`src/rtl/reset_sequencer.sv`:
```
// Staged reset release: preset-flop synchronizer, stretch delay, then one RST_OUT bit per gap.
// Optional synchronous software reset is enabled by defining RESET_SEQUENCER_SW_RST_EN.
module reset_sequencer #(
  parameter int unsigned SYNC_STAGES = 2,
  parameter int unsigned STRETCH     = 16,
  parameter int unsigned GAP         = 4,
  parameter int unsigned NUM_OUT     = 3
) (
  input  logic               C,
  input  logic               PRE,
  input  logic               CE,
  input  logic               SW_RST,
  output logic [NUM_OUT-1:0] RST_OUT,
  output logic               READY,
  output logic [1:0]         STATE
);

  typedef enum logic [1:0] {
    StHold    = 2'd0,
    StStretch = 2'd1,
    StRelease = 2'd2,
    StRun     = 2'd3
  } state_e;

  localparam logic [7:0] StretchLast = 8'(STRETCH - 1);
  localparam logic [7:0] GapLast     = 8'(GAP - 1);
  localparam logic [1:0] LastIdx     = 2'(NUM_OUT - 1);

  logic [SYNC_STAGES-1:0] sync_q, sync_d;
  logic                   sync_rst;
  state_e                 state_q, state_d;
  logic [7:0]             cnt_q, cnt_d;
  logic [1:0]             idx_q, idx_d, next_idx;
  logic [NUM_OUT-1:0]     rst_out_q, rst_out_d;
  logic                   ready_q, ready_d;
  logic                   sw_req;

`ifdef RESET_SEQUENCER_SW_RST_EN
  assign sw_req = SW_RST;
`else
  logic unused_sw_rst;
  assign unused_sw_rst = SW_RST;
  assign sw_req        = 1'b0;
`endif

  // Chain shifts zeros in every edge; only PRE can refill it with ones.
  assign sync_d   = {sync_q[SYNC_STAGES-2:0], 1'b0};
  assign sync_rst = sync_q[SYNC_STAGES-1];
  assign next_idx = idx_q + 2'd1;

  always_comb begin
    state_d   = state_q;
    cnt_d     = cnt_q;
    idx_d     = idx_q;
    rst_out_d = rst_out_q;
    ready_d   = ready_q;

    if (sync_rst) begin
      state_d   = StHold;
      cnt_d     = 8'd0;
      idx_d     = 2'd0;
      rst_out_d = '1;
      ready_d   = 1'b0;
    end else if (sw_req && (state_q != StHold)) begin
      state_d   = StStretch;
      cnt_d     = 8'd0;
      idx_d     = 2'd0;
      rst_out_d = '1;
      ready_d   = 1'b0;
    end else begin
      unique case (state_q)
        StHold: begin
          state_d = StStretch;
          cnt_d   = 8'd0;
        end
        StStretch: begin
          if (CE) begin
            if (cnt_q == StretchLast) begin
              rst_out_d[0] = 1'b0;
              cnt_d        = 8'd0;
              if (NUM_OUT == 1) begin
                state_d = StRun;
                ready_d = 1'b1;
              end else begin
                state_d = StRelease;
              end
            end else begin
              cnt_d = cnt_q + 8'd1;
            end
          end
        end
        StRelease: begin
          if (CE) begin
            if (cnt_q == GapLast) begin
              for (int unsigned i = 0; i < NUM_OUT; i++) begin
                if (2'(i) == next_idx) rst_out_d[i] = 1'b0;
              end
              cnt_d = 8'd0;
              idx_d = next_idx;
              if (next_idx == LastIdx) begin
                state_d = StRun;
                ready_d = 1'b1;
              end
            end else begin
              cnt_d = cnt_q + 8'd1;
            end
          end
        end
        StRun: begin
          rst_out_d = '0;
          ready_d   = 1'b1;
        end
        default: state_d = StHold;
      endcase
    end
  end

  always_ff @(posedge C or posedge PRE) begin
    if (PRE) begin
      sync_q    <= '1;
      state_q   <= StHold;
      cnt_q     <= 8'd0;
      idx_q     <= 2'd0;
      rst_out_q <= '1;
      ready_q   <= 1'b0;
    end else begin
      sync_q    <= sync_d;
      state_q   <= state_d;
      cnt_q     <= cnt_d;
      idx_q     <= idx_d;
      rst_out_q <= rst_out_d;
      ready_q   <= ready_d;
    end
  end

  assign RST_OUT = rst_out_q;
  assign READY   = ready_q;
  assign STATE   = state_q;

endmodule

```
`config.mk`:
```
export PLATFORM = sky130hd
export DESIGN_NAME = reset_sequencer
export DESIGN_NICKNAME = d
export VERILOG_FILES = /design/src/rtl/reset_sequencer.sv
export SDC_FILE = /design/constraint.sdc
export NUM_CORES = 1
export LEC_CHECK = 0
export BUFFER_PORTS_ARGS = -buffer_cell sky130_fd_sc_hd__buf_2
export CORE_MARGIN = 4
export CORE_UTILIZATION = 30
export DETAILED_ROUTE_END_ITERATION = 7
export PLACE_DENSITY = 0.46
export SLEW_MARGIN = 20
export SYNTH_ARGS = -nofsm -noshare
export SYNTH_HDL_FRONTEND = slang
export SYNTH_SLANG_ARGS = --single-unit
```
`constraint.sdc`:
```
create_clock -name C -period 2.5 [get_ports C]
set_input_delay 0.25 -clock C [delete_from_list [all_inputs] [get_ports C]]
set_output_delay 0.25 -clock C [all_outputs]
set_load 0.005 [all_outputs]
```
==> summary.txt <==
Status -> finished clean
Final WS setup -> 0.407 ns
Clock Latency Late Sink -> 0.31 ns
GR Util All Layers -> 10.6%
WS Path Type -> flip-flop to flip-flop
Crit start category -> flip-flop
CP max FO -> 9
CTS clk-pin slew, worst paths -> 0.12 ns
Cell area power density -> 699 nW/um^2
Cell Area, Synth -> 1070 sq um
Vias -> 803
Max-slew violations -> 0
Largest net degree at the start of global routing -> 19
Clock Tree Buf Depth -> 2
Post-CTS Resized -> 0
DR pass1 iterations -> 4
Vias in the first global route -> 730
Worst-Margin Slew -> 0.686 ns
Core Area -> 3390 sq um
Top post-synthesis cells by count -> 13 x dfrtp_1, 10 x nor2_1, 9 x ha_1, 9 x o21ai_0, 8 x nand2_1
Netlist cell types -> 35
Required @ worst endpoint -> 2.70 ns
Pwr Total -> 0.841 mW
Global-route wire length before repair -> 3.54 mm
Fin Hold WS -> 0.0251 ns
Period Utilization, post-route -> 83.7%
Total gr overflow -> 0
Avg Inst Size Synth -> 9.74 sq um
Die area -> 4590 sq um
Fin crit period -> 2.09 ns
Leading cell types by total area after synthesis -> dfrtp_1 30%, dfstp_2 12%, ha_1 11%
Reg2reg path depth -> 7
Clock power share -> 22.0%
#FFs+latches synth -> 18
Area Overhead vs Synth -> 12.4%
P_int -> 0.543 mW
Sequential share of power -> 43.3%
Crit path largest cell delay -> 0.44 ns
Vias per std cell -> 4.81
CP Depth -> 7
LEAKAGE -> 0.536 nW
Root Buffer -> clkbuf_4
Unrepaired setup endpoints after global routing -> false
Post-synth top flop -> dfrtp_1
Max H-tree Level -> 1
Layout cell share with drive strength beyond 1 -> 18.2%
Hold Vio Cnt, Final -> 0
DP HPWL -> 1.52 mm
Cts hold-fix bufs -> 0
CTS sink cnt -> 18
Worst path cell trace -> inv_1 -> ha_1 -> o21a_1 -> a211o_1 -> o21ai_1 -> nor4_1 -> a221o_2
Async SR Flop Fraction -> 100%
Initial antenna violation count -> 0
IO buf count -> 8
Comb pwr share -> 34.7%
Final nets -> 135
Pre-CTS setup slack -> 0.406 ns
Seq/Total Area, Yosys -> 42.6%
Post-synth EDFFs -> 0
CTS Buf Count -> 3
CTS tree -> built
Post-synth top area cell -> dfrtp_1
Cell count after synthesis -> 110
Maximum VDD drop -> 0.365 mV
Worst min path class -> primary input to async pin
Relative slew slack -> 54.2%
Post-CTS Setup Repair Bufs -> 0
Net Switching -> 0.298 mW
Switch share -> 35.4%
Top Family by Delay on Critical Path -> compound AO/OA/AOI/OAI gates
CP Data Arrival Time -> 2.30 ns
RD Place Congestion -> 0.740
Die height -> 67.8 um
Die width -> 67.8 um
Iteration-0 DRC Markers -> 35
N_diodes -> 0
Setup violators final -> 0
Fmax -> 478 MHz
I/O pins -> 10
Area share of the leading cell type in the synthesized netlist -> 30.4%
Setup TNS -> 0 ns
Synthesis Warnings -> 0
Number of remaining DRC errors -> 0
WP buf/inv -> 1
Max Cap Viol -> 0
Clock skew -> 0.0172 ns
Final ANT Viol Nets -> 0
Most common cell in the netlist -> dfrtp_1
Wire per inst -> 12.3 um
Cell Rows -> 21
Initial Utilization -> 31.6%
Slowest-stage cell, CP -> dfrtp_1
Worst setup EP type -> flip-flop
Post-Route WL -> 2.06 mm
Mapped Nets -> 123
-- sequential cells by signal (all words and copies together), names as in the netlist --
register and count:
READY 1, RST_OUT 3, STATE 2, cnt_q 8
idx_q 2, sync_q 2
-- cells by family after synthesis --
kind of cell    synth area share, %
other cells                   0.350
flops                          42.6
simple gates                   21.0
fa+ha+maj                      10.5
xor+xnor                      0.818
mux                            2.80
buf+inv                        3.27
compound gates                 18.6
-- final timing paths --
path	from	to	slack (ns)
setup / recovery	STATE[0]$_DFFE_PP0P_	STATE[1]$_DFFE_PP0P_	0.41
hold / removal	PRE	cnt_q[1]$_DFFE_PP0P_	0.03
setup reg to reg	STATE[0]$_DFFE_PP0P_	STATE[1]$_DFFE_PP0P_	0.41
hold reg to reg	sync_q[0]$_DFF_PP1_	sync_q[1]$_DFF_PP1_	0.36
max in group asynchronous	PRE	idx_q[0]$_DFFE_PP0P_	2.02
min in group C	CE	RST_OUT[0]$_DFFE_PP1P_	0.32
-- cells in the final DEF, fill, tap and decap left out --
master	instances
nor4_4	1
a221o_2	1
a211o_1	1
dfrtp_1	13
inv_1	7
ha_1	9
o21ai_0	9
and3_2	1
and3_1	2
mux2i_1	3
a22o_1	4
dfstp_2	5
a41oi_1	1
nor4_1	1
clkbuf_4	3
nand3_2	1
nand4_1	1
a21o_1	2
o2bb2a_1	1
buf_4	1
nor2b_1	5
or4_1	1
nand3_1	4
buf_2	8
nor2_1	10
a21oi_1	2
xnor2_1	1
nand2_1	8
a31oi_1	2
o31ai_1	2
nand3b_1	3
nand2b_1	2
a211oi_1	1
conb_1	1
o21a_1	2
o21ai_1	1
clkbuf_8	1
-- through the flow --
step           util, %  cell area, sq um  std cells
2_1_floorplan        -              1070        110
3_3_place_gp      34.4              1170        163
3_5_place_dp      34.4              1170        163
4_1_cts           35.5              1200        167
5_1_grt           35.5              1200        167
6_report          35.5              1200        167
-- metal layers --
metal | global-route usage, % | share of wire [%] | wire [um] | vias up
met5 | 0 | 0 | 0 | -
met4 | 3.80 | 0.68 | 14 | 0
met3 | 3.49 | 3.3 | 67 | 2
met2 | 14.8 | 42 | 870 | 9
met1 | 15.0 | 54 | 1110 | 380
li1 | - | - | - | 412
-- cell type report --
type / instances / area (sq um)
fill: 351 / 2190
multi-input combinational: 83 / 579
sequential: 18 / 457
tap: 46 / 57.6
timing repair buffer: 9 / 47.5
clock buffer: 4 / 36.3
inverter: 7 / 26.3
-- power by group through the flow --
stage / Sequential, mW / Combinational (mW) / Clock, mW
after floorplan: 0.366 / 0.204 / 0
after global placement: 0.369 / 0.290 / 0
after detailed placement: 0.371 / 0.294 / 0
after CTS: 0.365 / 0.296 / 0.196
after global routing: 0.372 / 0.334 / 0.217
final: 0.364 / 0.292 / 0.185
(Power assumes the default switching activity.)
